**src/rtl/fp16_operand_align_if.sv**
```systemverilog
// Valid/ready bus for the FP16 pre-adder alignment stage.
// Master drives operands and out_ready; slave returns the aligned pair.
interface fp16_operand_align_if #(
    parameter int EXP_W = 5,
    parameter int MAN_W = 10,
    parameter int SIG_W = MAN_W + 4
);
    logic [EXP_W+MAN_W:0] in_a;
    logic [EXP_W+MAN_W:0] in_b;
    logic                 in_valid;
    logic                 in_ready;
    logic                 out_valid;
    logic                 out_ready;
    logic                 out_sign_big;
    logic                 out_sign_small;
    logic [EXP_W-1:0]     out_exp;
    logic [SIG_W-1:0]     out_mant_big;
    logic [SIG_W-1:0]     out_mant_small;
    logic                 out_swapped;
    logic                 out_special;

    modport master (
        output in_a, in_b, in_valid, out_ready,
        input  in_ready, out_valid, out_sign_big, out_sign_small,
        input  out_exp, out_mant_big, out_mant_small,
        input  out_swapped, out_special
    );

    modport slave (
        input  in_a, in_b, in_valid, out_ready,
        output in_ready, out_valid, out_sign_big, out_sign_small,
        output out_exp, out_mant_big, out_mant_small,
        output out_swapped, out_special
    );
endinterface

```
**src/rtl/fp16_operand_align.sv**
```systemverilog
// FP16 pre-adder alignment: unpack, magnitude compare, then shift the
// smaller significand right with guard/round/sticky. Two-stage pipeline.
module fp16_operand_align #(
    parameter int EXP_W = 5,
    parameter int MAN_W = 10,
    parameter int SIG_W = MAN_W + 4
) (
    input logic                clk,
    input logic                rst,
    fp16_operand_align_if.slave bus
);
    localparam int MAG_W = EXP_W + MAN_W;

    logic             s1_en;
    logic             s2_en;

    logic             s1_valid;
    logic             s1_sign_big;
    logic             s1_sign_small;
    logic [EXP_W-1:0] s1_exp;
    logic [EXP_W-1:0] s1_diff;
    logic [SIG_W-1:0] s1_mb;
    logic [SIG_W-1:0] s1_ms;
    logic             s1_swapped;
    logic             s1_special;

    logic             s2_valid;
    logic             s2_sign_big;
    logic             s2_sign_small;
    logic [EXP_W-1:0] s2_exp;
    logic [SIG_W-1:0] s2_mb;
    logic [SIG_W-1:0] s2_ms;
    logic             s2_swapped;
    logic             s2_special;

    logic [EXP_W-1:0] exp_a;
    logic [EXP_W-1:0] exp_b;
    logic [MAG_W-1:0] mag_a;
    logic [MAG_W-1:0] mag_b;
    logic [SIG_W-1:0] sig_a;
    logic [SIG_W-1:0] sig_b;
    logic             swap;
    logic             special;

    logic [SIG_W-1:0] sh_mask;
    logic [SIG_W-1:0] shifted;
    logic [SIG_W-1:0] aligned;

    assign s2_en        = !s2_valid || bus.out_ready;
    assign s1_en        = !s1_valid || s2_en;
    assign bus.in_ready = s1_en;

    // Subnormals flush to zero: exponent 0 already, significand forced 0.
    always_comb begin
        exp_a   = bus.in_a[MAG_W-1 -: EXP_W];
        exp_b   = bus.in_b[MAG_W-1 -: EXP_W];
        mag_a   = '0;
        mag_b   = '0;
        sig_a   = '0;
        sig_b   = '0;
        if (exp_a != '0) begin
            mag_a = bus.in_a[MAG_W-1:0];
            sig_a = {1'b1, bus.in_a[MAN_W-1:0], 3'b000};
        end
        if (exp_b != '0) begin
            mag_b = bus.in_b[MAG_W-1:0];
            sig_b = {1'b1, bus.in_b[MAN_W-1:0], 3'b000};
        end
        swap    = mag_b > mag_a;
        special = (&exp_a) || (&exp_b);
    end

    // Shift counts at or past SIG_W leave only the sticky bit.
    always_comb begin
        sh_mask = ~({SIG_W{1'b1}} << s1_diff);
        shifted = s1_ms >> s1_diff;
        aligned = {shifted[SIG_W-1:1],
                   shifted[0] | (|(s1_ms & sh_mask))};
    end

    always_ff @(posedge clk) begin
        if (rst) begin
            s1_valid      <= 1'b0;
            s1_sign_big   <= 1'b0;
            s1_sign_small <= 1'b0;
            s1_exp        <= '0;
            s1_diff       <= '0;
            s1_mb         <= '0;
            s1_ms         <= '0;
            s1_swapped    <= 1'b0;
            s1_special    <= 1'b0;
            s2_valid      <= 1'b0;
            s2_sign_big   <= 1'b0;
            s2_sign_small <= 1'b0;
            s2_exp        <= '0;
            s2_mb         <= '0;
            s2_ms         <= '0;
            s2_swapped    <= 1'b0;
            s2_special    <= 1'b0;
        end else begin
            if (s1_en) begin
                s1_valid <= bus.in_valid;
                if (bus.in_valid) begin
                    s1_swapped <= swap;
                    s1_special <= special;
                    if (swap) begin
                        s1_sign_big   <= bus.in_b[MAG_W];
                        s1_sign_small <= bus.in_a[MAG_W];
                        s1_exp        <= exp_b;
                        s1_diff       <= exp_b - exp_a;
                        s1_mb         <= sig_b;
                        s1_ms         <= sig_a;
                    end else begin
                        s1_sign_big   <= bus.in_a[MAG_W];
                        s1_sign_small <= bus.in_b[MAG_W];
                        s1_exp        <= exp_a;
                        s1_diff       <= exp_a - exp_b;
                        s1_mb         <= sig_a;
                        s1_ms         <= sig_b;
                    end
                end
            end
            if (s2_en) begin
                s2_valid <= s1_valid;
                if (s1_valid) begin
                    s2_sign_big   <= s1_sign_big;
                    s2_sign_small <= s1_sign_small;
                    s2_exp        <= s1_exp;
                    s2_mb         <= s1_mb;
                    s2_ms         <= aligned;
                    s2_swapped    <= s1_swapped;
                    s2_special    <= s1_special;
                end
            end
        end
    end

    assign bus.out_valid      = s2_valid;
    assign bus.out_sign_big   = s2_sign_big;
    assign bus.out_sign_small = s2_sign_small;
    assign bus.out_exp        = s2_exp;
    assign bus.out_mant_big   = s2_mb;
    assign bus.out_mant_small = s2_ms;
    assign bus.out_swapped    = s2_swapped;
    assign bus.out_special    = s2_special;
endmodule

```
**src/flat_wrapper.sv**
```systemverilog
// flat-port wrapper written by rule: the top's interface ports become plain ports
module fp16_operand_align_flat 
#(
    parameter int EXP_W = 5,
    parameter int MAN_W = 10,
    parameter int SIG_W = MAN_W + 4
)
  (clk, rst, bus_in_a, bus_in_b, bus_in_valid, bus_out_ready, bus_in_ready, bus_out_valid, bus_out_sign_big, bus_out_sign_small, bus_out_exp, bus_out_mant_big, bus_out_mant_small, bus_out_swapped, bus_out_special);
  fp16_operand_align_if #(.EXP_W(EXP_W), .MAN_W(MAN_W), .SIG_W(SIG_W)) bus_i ();
  input logic clk;
  input logic rst;
  input wire logic [$bits(bus_i.in_a)-1:0] bus_in_a;
  input wire logic [$bits(bus_i.in_b)-1:0] bus_in_b;
  input wire logic [$bits(bus_i.in_valid)-1:0] bus_in_valid;
  input wire logic [$bits(bus_i.out_ready)-1:0] bus_out_ready;
  output wire logic [$bits(bus_i.in_ready)-1:0] bus_in_ready;
  output wire logic [$bits(bus_i.out_valid)-1:0] bus_out_valid;
  output wire logic [$bits(bus_i.out_sign_big)-1:0] bus_out_sign_big;
  output wire logic [$bits(bus_i.out_sign_small)-1:0] bus_out_sign_small;
  output wire logic [$bits(bus_i.out_exp)-1:0] bus_out_exp;
  output wire logic [$bits(bus_i.out_mant_big)-1:0] bus_out_mant_big;
  output wire logic [$bits(bus_i.out_mant_small)-1:0] bus_out_mant_small;
  output wire logic [$bits(bus_i.out_swapped)-1:0] bus_out_swapped;
  output wire logic [$bits(bus_i.out_special)-1:0] bus_out_special;
  assign bus_i.in_a = bus_in_a;
  assign bus_i.in_b = bus_in_b;
  assign bus_i.in_valid = bus_in_valid;
  assign bus_i.out_ready = bus_out_ready;
  assign bus_in_ready = bus_i.in_ready;
  assign bus_out_valid = bus_i.out_valid;
  assign bus_out_sign_big = bus_i.out_sign_big;
  assign bus_out_sign_small = bus_i.out_sign_small;
  assign bus_out_exp = bus_i.out_exp;
  assign bus_out_mant_big = bus_i.out_mant_big;
  assign bus_out_mant_small = bus_i.out_mant_small;
  assign bus_out_swapped = bus_i.out_swapped;
  assign bus_out_special = bus_i.out_special;
  fp16_operand_align #(.EXP_W(EXP_W), .MAN_W(MAN_W), .SIG_W(SIG_W)) u_core (.clk(clk), .rst(rst), .bus(bus_i));
endmodule
```
**config.mk**
```make
export PLATFORM = sky130hd
export DESIGN_NAME = fp16_operand_align_flat
export DESIGN_NICKNAME = d
export VERILOG_FILES = /design/src/rtl/fp16_operand_align_if.sv /design/src/rtl/fp16_operand_align.sv /design/src/flat_wrapper.sv
export SDC_FILE = /design/constraint.sdc
export NUM_CORES = 1
export LEC_CHECK = 0
export ABC_AREA = 1
export BUFFER_PORTS_ARGS = -buffer_cell sky130_fd_sc_hd__buf_2
export CAP_MARGIN = 25
export CELL_PAD_IN_SITES_DETAIL_PLACEMENT = 1
export CELL_PAD_IN_SITES_GLOBAL_PLACEMENT = 1
export CORE_MARGIN = 2
export CORE_UTILIZATION = 35
export CTS_BUF_LIST = sky130_fd_sc_hd__clkbuf_4 sky130_fd_sc_hd__clkbuf_8
export DETAILED_ROUTE_END_ITERATION = 7
export PLACE_DENSITY = 0.79
export SKIP_CTS_REPAIR_TIMING = 1
export SLEW_MARGIN = 10
export SYNTH_ARGS = -nofsm -noshare
export SYNTH_HDL_FRONTEND = slang
export SYNTH_SLANG_ARGS = --single-unit
```
**constraint.sdc**
```tcl
create_clock -name clk -period 2.08 [get_ports clk]
set_input_delay 0.104 -clock clk [delete_from_list [all_inputs] [get_ports clk]]
set_output_delay 0.104 -clock clk [all_outputs]
set_load 0.005 [all_outputs]
```
=== Yosys cells after proc, flatten, opt, wreduce, memory -nomap -nowiden ===
Index checks and enable logic that the tools add are counted.

* Add/sub/neg operators: 2
* Order comparisons: 1
* Shift operators: 2
* Mux-type cells: 10
* Bitwise gates (word level): 3
* Reduce and logical (&&, ||, !) cells: 12

{| class="wikitable"
|+ Operators with widths
! cell !! number
|-
| 14-bit two-way mux || 4
|-
| 15-bit two-way mux || 2
|-
| 15-bit greater-than comparator || 1
|-
| 14-bit AND || 1
|-
| 14-bit inverter || 1
|-
| 14-bit OR reduction || 1
|-
| 14-bit by 5-bit left shift with 14-bit output, first input constant || 1
|-
| 14-bit by 5-bit >> shifter with 14-bit output || 1
|-
| 5-bit two-way mux || 2
|-
| 5-bit AND reduction || 2
|-
| 5-bit nonzero test || 2
|-
| 5-bit subtractor || 2
|-
| 2-bit AND reduction || 2
|-
| 1-bit logical OR || 3
|-
| 1-bit logical NOT || 2
|-
| 1-bit two-way mux || 2
|-
| 1-bit bitwise OR || 1
|}

* Register bits: 81
* Input port bits: 36
* Word-level logic and storage cells: 47

=== Logic depth before layout (Yosys ltp) ===
Gate-level depths: netlist (run 1).

* Word-level depth: 5
* Depth in mapped cells: 19

=== Worst setup path after synthesis (run 1) ===
Ideal clock, no wire load.

* Kind: in2reg
* From: input port bus_in_b[14]
* To: register u_core.s1_mb[12]
* Data arrival time: 1.991 ns
* Data required time: 1.941 ns
* Slack: -0.050 ns
* Stages on the path: 18
* Path through: nor3_1 nand3_1 buf_2 nand2_1 inv_1 ha_1 nand2_1 nand2_1 nand2_1 nand2_1 a21oi_1 nand2_4 nand2_2 buf_6 buf_6 nand2_2 nand3_2 a21oi_2

* Cells in the longest elaborated chain, start to end: 4

{| class="wikitable"
|+ RTL lines
! item !! line !! text
|-
| start, declared || flat_wrapper.sv:13 || <nowiki>input wire logic [$bits(bus_i.in_b)-1:0] bus_in_b;</nowiki>
|-
| 5-bit nonzero test || fp16_operand_align.sv:65 || <nowiki>if (exp_b != '0) begin</nowiki>
|-
| 15-bit two-way mux || fp16_operand_align.sv:65 ||
|-
| 15-bit greater-than comparator || fp16_operand_align.sv:69 || <nowiki>swap = mag_b > mag_a;</nowiki>
|-
| 14-bit two-way mux * || fp16_operand_align.sv:106 || <nowiki>if (swap) begin</nowiki>
|-
| end signal, assigned || fp16_operand_align.sv:111 || <nowiki>s1_mb <= sig_b;</nowiki>
|-
| end signal, assigned || fp16_operand_align.sv:118 || <nowiki>s1_mb <= sig_a;</nowiki>
|-
| end, declared || fp16_operand_align.sv:22 || <nowiki>logic [SIG_W-1:0] s1_mb;</nowiki>
|}

Mark *: on every way between the ends. The rest lies on a longest branch, timed or not.
A chain may end at the register's enable or synchronous reset.

=== Worst setup path in the final report (run 1) ===
* From: input port bus_in_b[13]
* To: register u_core.s1_exp[3]

* Cells in the longest elaborated chain, start to end: 4

{| class="wikitable"
|+ RTL lines
! item !! line !! text
|-
| 5-bit nonzero test || fp16_operand_align.sv:65 ||
|-
| 15-bit two-way mux || fp16_operand_align.sv:65 ||
|-
| 15-bit greater-than comparator || fp16_operand_align.sv:69 ||
|-
| 5-bit two-way mux * || fp16_operand_align.sv:106 ||
|-
| end signal, assigned || fp16_operand_align.sv:109 || <nowiki>s1_exp <= exp_b;</nowiki>
|-
| end signal, assigned || fp16_operand_align.sv:116 || <nowiki>s1_exp <= exp_a;</nowiki>
|-
| end, declared || fp16_operand_align.sv:20 || <nowiki>logic [EXP_W-1:0] s1_exp;</nowiki>
|}

Marks and branches as above.

==> results.ini, run 1 <==
[floorplanning]
num_rows=41
initial_core_util_pct=35.5
die-area_um2=13600
core-area_um2=12500
fp.dieW_um=117
die_h_um=117
num_io_pins=75

[finish]
nFillCells=1680
final_cell_area_um2=5680
stdcell_count=941
synthToLayoutAreaGrowth_pct=27.8
utilization_pct=45.3
drive_above_1_share_pct=28.2
mostFrequentLayoutCells=137 x nand2_1, 73 x inv_1, 72 x dfxtp_1
final_common_cell=nand2_1
nets=828
n_antenna_cell=0

[logic_synthesis]
syn_area_um2=4440
async_flop_share_pct=0
synth_cells=666
syn_area_per_cell_um2=6.67
yosysWarnings=0
synth-edff-count=0
synth_top_flop_cell=dfxtp_1
ys_seq_area_share_pct=32.5
ys_types=36
ys_seq_elements=72

[power]
combPwrFrac_pct=31.2
powerDensity_nw_per_um2=631
seqPwrFrac_pct=43.4
power_switching_mw=1.22
netSwitchingFraction_pct=33.9
vdd.ir_drop.worst_mv=0.243
intPower_mw=2.37
pwr-share-clk_pct=25.4
leakage_nw=2.79

[sta]
finalCritPeriodShare_pct=98.8
setup_viol=0
hold_viol_final=0
setup_ws_ps=24.2
final.setup.tns_ps=0
period_minus_slack_ps=2060
max_freq_mhz=486
slew_viol_final=0
tightest_slew_ps=721
fin_skew_ps=9.11
slew_headroom_pct=51.9

[min_path]
hold_class=in -> reg

[global_routing]
grt_pass1_vias=4733
grt_usage_pct=20.9
grt_pass1_wl_um=22600
grt_remaining_overflow=0
grt_max_degree=46
antenna_found_initial=0

[clock_tree]
cts_buffers=9
clk_latency_ps=350
path_clk_slew_ps=70
clockBufferDepth=2
cts-root-buf=clkbuf_8
cts.sinks=72
cts_tree=done
h-tree-depth=3

[placement]
gp_congestion=0.925
placed_area_um2=5270
dp_slack_ps=-401
io_buffers=71
placed_cells=923
hpwl_um=11100

[routing]
routed_via_density=5.00
drt_iter0_drc=355
totalWireLength_um=14800
route.detailed.drc=0
ant_nets=0
wl_per_cell_um=15.7
num_vias=4701
dr.pass1.iters=4

[setup_path]
start_kind=input port
path_max_fanout=5
worstSetupEndpointType=flop
critical_path_class=in -> reg
crit_required_ps=2330
crit_arrival_ps=2300

[run_status]
status=complete, no violations

[run]
maxCapViolations=0

## cell type report
cell class	count	area [um^2]	share of cell area [%]
clock buffer	11	139	2.45
clock inverter	2	10.0	0.176
inverter	77	289	5.09
multi-input combinational	476	2690	47.4
sequential	72	1440	25.4
tap	172	215	3.79
timing repair buffer	131	893	15.7
## cells by family after synthesis
group,Yosys count,share of synthesized area [%]
adders and majority gates,25,7.38
other,1,0.0844
and+or+nand+nor,302,30.6
AOI/OAI and AO/OA,139,17.0
DFF,72,32.5
xor gates and xnor gates,7,1.38
buffers and inverters,120,11.0
## synth_stat cells (2+ instances only)
library cell  instances  area [um^2]
nand2_1             153          574
inv_1                75          282
dfxtp_1              72         1440
o21ai_0              61          305
a21oi_1              58          290
nand3_1              58          290
nor2_1               54          203
clkbuf_1             26         97.6
ha_1                 23          288
nand2_2              13         81.3
buf_2                11         55.1
a21oi_2              10         87.6
nand3_2              10          100
nor3_1                6         30.0
xor2_1                5         43.8
a22oi_1               4         30.0
buf_4                 3         22.5
buf_6                 2         22.5
fa_1                  2         40.0
nor2_4                2         22.5
or2_2                 2         12.5
xnor2_1               2         17.5
## path summary, 6_finish.rpt
kind,startpoint,endpoint,cells past startpoint,slack [ps]
worst max-delay path,bus_in_b[13],u_core.s1_exp[3]$_SDFFE_PP0P_,19,20
worst min-delay path,bus_out_ready,u_core.bus.out_valid$_SDFFE_PP0P_,4,60
worst max register to register,u_core.s1_diff[0]$_SDFFE_PP0P_,u_core.bus.out_mant_small[0]$_SDFFE_PP0P_,10,390
worst min register to register,u_core.s1_exp[3]$_SDFFE_PP0P_,u_core.bus.out_exp[3]$_SDFFE_PP0P_,2,460
## critical path, stage by stage
cell,delay (ps)
buf_2,120
nor3_4,190
nand3_2,150
buf_6,170
nand2_1,90
inv_1,80
ha_1,310
nand3_1,90
nand2_1,100
nand2_2,70
nand2_2,60
nand2_2,60
nand2_4,120
nand2_8,100
clkbuf_16,170
nand2_2,50
nand2_1,50
o21ai_1,160
inv_1,50
## power groups by stage
| stage | Combinational [mW] | Clock (mW) | Sequential [mW] |
|---|---|---|---|
| final | 1.12 | 0.911 | 1.55 |
| after global placement | 0.956 | 0 | 1.58 |
| after detailed placement | 1.01 | 0 | 1.58 |
| after CTS | 1.01 | 0.938 | 1.55 |
| after floorplan | 0.648 | 0 | 1.57 |
| after global routing | 1.25 | 0.994 | 1.56 |
## sequential cells by signal, summed over array words and instances, names as in the netlist
register	count
u_core.s1_special	1
u_core.bus.out_sign_small	1
u_core.s1_sign_big	1
u_core.s1_exp	5
u_core.bus.out_swapped	1
u_core.s1_diff	5
u_core.bus.out_mant_small	14
u_core.s1_sign_small	1
u_core.bus.out_exp	5
u_core.bus.out_sign_big	1
u_core.s1_mb	11
u_core.bus.out_valid	1
u_core.s1_swapped	1
u_core.s1_ms	11
u_core.bus.out_special	1
u_core.s1_valid	1
u_core.bus.out_mant_big	11
## per-stage QoR
| stage | hold WS (ps) | power, mW |
|---|---|---|
| final | 63.3 | 3.58 |
| after floorplan | 271 | 2.21 |
| after global placement | 394 | 2.54 |
| after global routing | 81.9 | 3.81 |
| after detailed placement | 427 | 2.59 |
| after CTS | 51.1 | 3.51 |
## layer usage
layer / vias to the layer above / track usage [%] / wire length [um]
met3: 15 / 2.08 / 533
met1: 2238 / 27.8 / 6830
met2: 111 / 35.3 / 7200
met5: - / 0 / 0
li1: 2337 / - / -
met4: 0 / 7.22 / 218
No activity file was read; power rests on OpenSTA's default activity.
==> run 2, diff against run 1 <==
--- a/config.mk
+++ b/config.mk
@@ -14,7 +14,7 @@
 export CORE_UTILIZATION = 35
 export CTS_BUF_LIST = sky130_fd_sc_hd__clkbuf_4 sky130_fd_sc_hd__clkbuf_8
 export DETAILED_ROUTE_END_ITERATION = 7
-export PLACE_DENSITY = 0.79
+export PLACE_DENSITY = 0.73
 export SKIP_CTS_REPAIR_TIMING = 1
 export SLEW_MARGIN = 10
 export SYNTH_ARGS = -nofsm -noshare
==> results.ini, run 2 (synthesis gave the netlist of run 1 again) <==
[clock_tree]
cts_tree=done  ; unchanged
clk_latency_ps=350  ; about the same
h-tree-depth=3  ; unchanged
cts.sinks=72  ; unchanged
clockBufferDepth=2  ; unchanged
cts-root-buf=clkbuf_8  ; unchanged
path_clk_slew_ps=80  ; was 70 ps
cts_buffers=9  ; unchanged

[min_path]
hold_class=in -> reg  ; unchanged
hold_depth=4  ; unchanged
hp-start=bus_out_ready  ; unchanged
whs_endpoint=u_core.bus.out_valid$_SDFFE_PP0P_  ; unchanged

[placement]
gp_congestion=0.880  ; was 0.925
hpwl_um=10500  ; was 11100 um
io_buffers=71  ; unchanged
dp_slack_ps=-360  ; was -401 ps

[setup_path]
slowest_stage=ha_4  ; was ha_1
path_delay_family=simple AND/OR/NAND/NOR gates  ; unchanged
worstSetupEndpointType=flop  ; unchanged
path_cells=buf_2 -> nor3_2 -> nand3_2 -> buf_6 -> nand2_4 -> inv_2 -> ha_4 -> nand2_2 -> inv_2 -> nand3_2 -> nor2_4 -> nand2_2 -> nand2_4 -> nand2_8 -> clkbuf_16 -> nand2_1 -> nand3_1 -> nand2_1 -> inv_1  ; was buf_2 -> nor3_4 -> nand3_2 -> buf_6 -> nand2_1 -> inv_1 -> ha_1 -> nand3_1 -> nand2_1 -> nand2_2 -> nand2_2 -> nand2_2 -> nand2_4 -> nand2_8 -> clkbuf_16 -> nand2_2 -> nand2_1 -> o21ai_1 -> inv_1
slowest_delay_ps=260  ; was 310 ps
path_max_fanout=6  ; was 5
worstRegToRegCells=7  ; was 10
crit_arrival_ps=2270  ; was 2300 ps
start_kind=input port  ; unchanged
reg2reg_setup_slack_ps=310  ; was 390 ps
r2r_start=u_core.s1_diff[2]$_SDFFE_PP0P_  ; was u_core.s1_diff[0]$_SDFFE_PP0P_
crit_required_ps=2340  ; was 2330 ps
critical_path_class=in -> reg  ; unchanged
path_buf_inv=6  ; was 5
r2r-end=u_core.bus.out_mant_small[7]$_SDFFE_PP0P_  ; was u_core.bus.out_mant_small[0]$_SDFFE_PP0P_

[sta]
rsz0062_at_grt=yes
setup_ws_ps=71.6  ; was 24.2 ps
tightest_slew_ps=705  ; was 721 ps
setup_viol=0  ; unchanged
slew_headroom_pct=53.0  ; was 51.9%
finalCritPeriodShare_pct=96.6  ; was 98.8%
fin_skew_ps=5.45  ; was 9.11 ps
period_minus_slack_ps=2010  ; was 2060 ps
slew_viol_final=0  ; unchanged
max_freq_mhz=498  ; was 486 MHz
hold_viol_final=0  ; unchanged

[power]
leakage_nw=2.79  ; about the same
powerDensity_nw_per_um2=684  ; was 631 nW/um^2
p_total_mw=3.89  ; was 3.58 mW
vdd.ir_drop.worst_mv=0.307  ; was 0.243 mV

[global_routing]
grt_pass1_vias=4642  ; was 4733
antenna_found_initial=0  ; unchanged
grt_max_degree=46  ; unchanged
grt_pass1_wl_um=22500  ; was 22600 um
grt_usage_pct=20.8  ; was 20.9%
grt_remaining_overflow=0  ; unchanged

[finish]
nets=824  ; was 828
drive_above_1_share_pct=27.3  ; was 28.2%
final_common_cell=nand2_1  ; unchanged
largest_reg_flops=14  ; unchanged
mostFrequentLayoutCells=141 x nand2_1, 72 x inv_1, 72 x dfxtp_1  ; was 137 x nand2_1, 73 x inv_1, 72 x dfxtp_1
n_antenna_cell=0  ; unchanged
nFillCells=1662  ; was 1680
synthToLayoutAreaGrowth_pct=28.1  ; was 27.8%

[floorplanning]
initial_core_util_pct=35.5  ; unchanged
fp.dieW_um=117  ; unchanged
die_h_um=117  ; unchanged
num_rows=41  ; unchanged
num_io_pins=75  ; unchanged
core-area_um2=12500  ; unchanged
die-area_um2=13600  ; unchanged

[run_status]
status=complete, no violations  ; unchanged

[routing]
routed_via_density=4.96  ; was 5.00
ant_nets=0  ; unchanged
route.detailed.drc=0  ; unchanged
dr.pass1.iters=4  ; unchanged
num_vias=4667  ; was 4701
wl_per_cell_um=15.4  ; was 15.7 um
drt_iter0_drc=336  ; was 355
totalWireLength_um=14500  ; was 14800 um

[run]
maxCapViolations=0  ; unchanged

run 2: worst max path at each step:
stage,from,end,depth (start not counted)
after detailed placement,bus_in_b[14],u_core.s1_mb[6]$_SDFFE_PP0P_,17
after global placement,bus_in_b[14],u_core.s1_mb[9]$_SDFFE_PP0P_,18
after global routing,bus_in_b[13],u_core.s1_mb[3]$_SDFFE_PP0P_,16
after CTS,bus_in_b[14],u_core.s1_mb[6]$_SDFFE_PP0P_,17
after floorplan,bus_in_b[14],u_core.s1_mb[12]$_SDFFE_PP0P_,18
final,bus_in_b[13],u_core.s1_diff[3]$_SDFFE_PP0P_,19
run 2: worst reg2reg max path: cells and delay by family, from the launching register on:
family          cells  cell delay, ps
buf+inv             1             110
flops               1             440
compound gates      2             250
simple gates        4             910
run 2: cell type report:
cell class | count | area (um^2) | area share (%)
clock buffers | 9 | 124 | 2.18
clock inverters | 7 | 95.1 | 1.67
inverters | 77 | 289 | 5.08
multi-input cells | 476 | 2670 | 46.9
flip-flops and latches | 72 | 1440 | 25.3
well taps | 172 | 215 | 3.78
repair buffers | 127 | 858 | 15.1
run 2: report_power, final:
group          switching [mW]  internal, mW  leakage (nW)
Combinational           0.653         0.433          2.09
Clock                   0.567         0.677         0.110
Sequential             0.0757          1.48         0.593
Total                    1.30          2.59          2.79
run 2: metal layers:
layer	vias up	global-route usage (%)	part of all wire (%)
met1	2223	28.5	47
met2	98	34.1	47
met4	0	5.10	1.5
met5	-	0	0
li1	2329	-	-
met3	17	3.58	4.2
run 2: metrics by stage:
stage / setup TNS [ps] / instances / cell area, um^2 / hold slack, ps / util, %
2_1_floorplan: 0 / 668 / 4460 / 271 / -
3_3_place_gp: -6850 / 920 / 5230 / 394 / 41.8
3_5_place_dp: -10200 / 920 / 5230 / 423 / 41.8
4_1_cts: 0 / 936 / 5450 / 43.6 / 43.5
5_1_grt: -326 / 940 / 5690 / 87.8 / 45.4
6_report: 0 / 940 / 5690 / 51.1 / 45.4
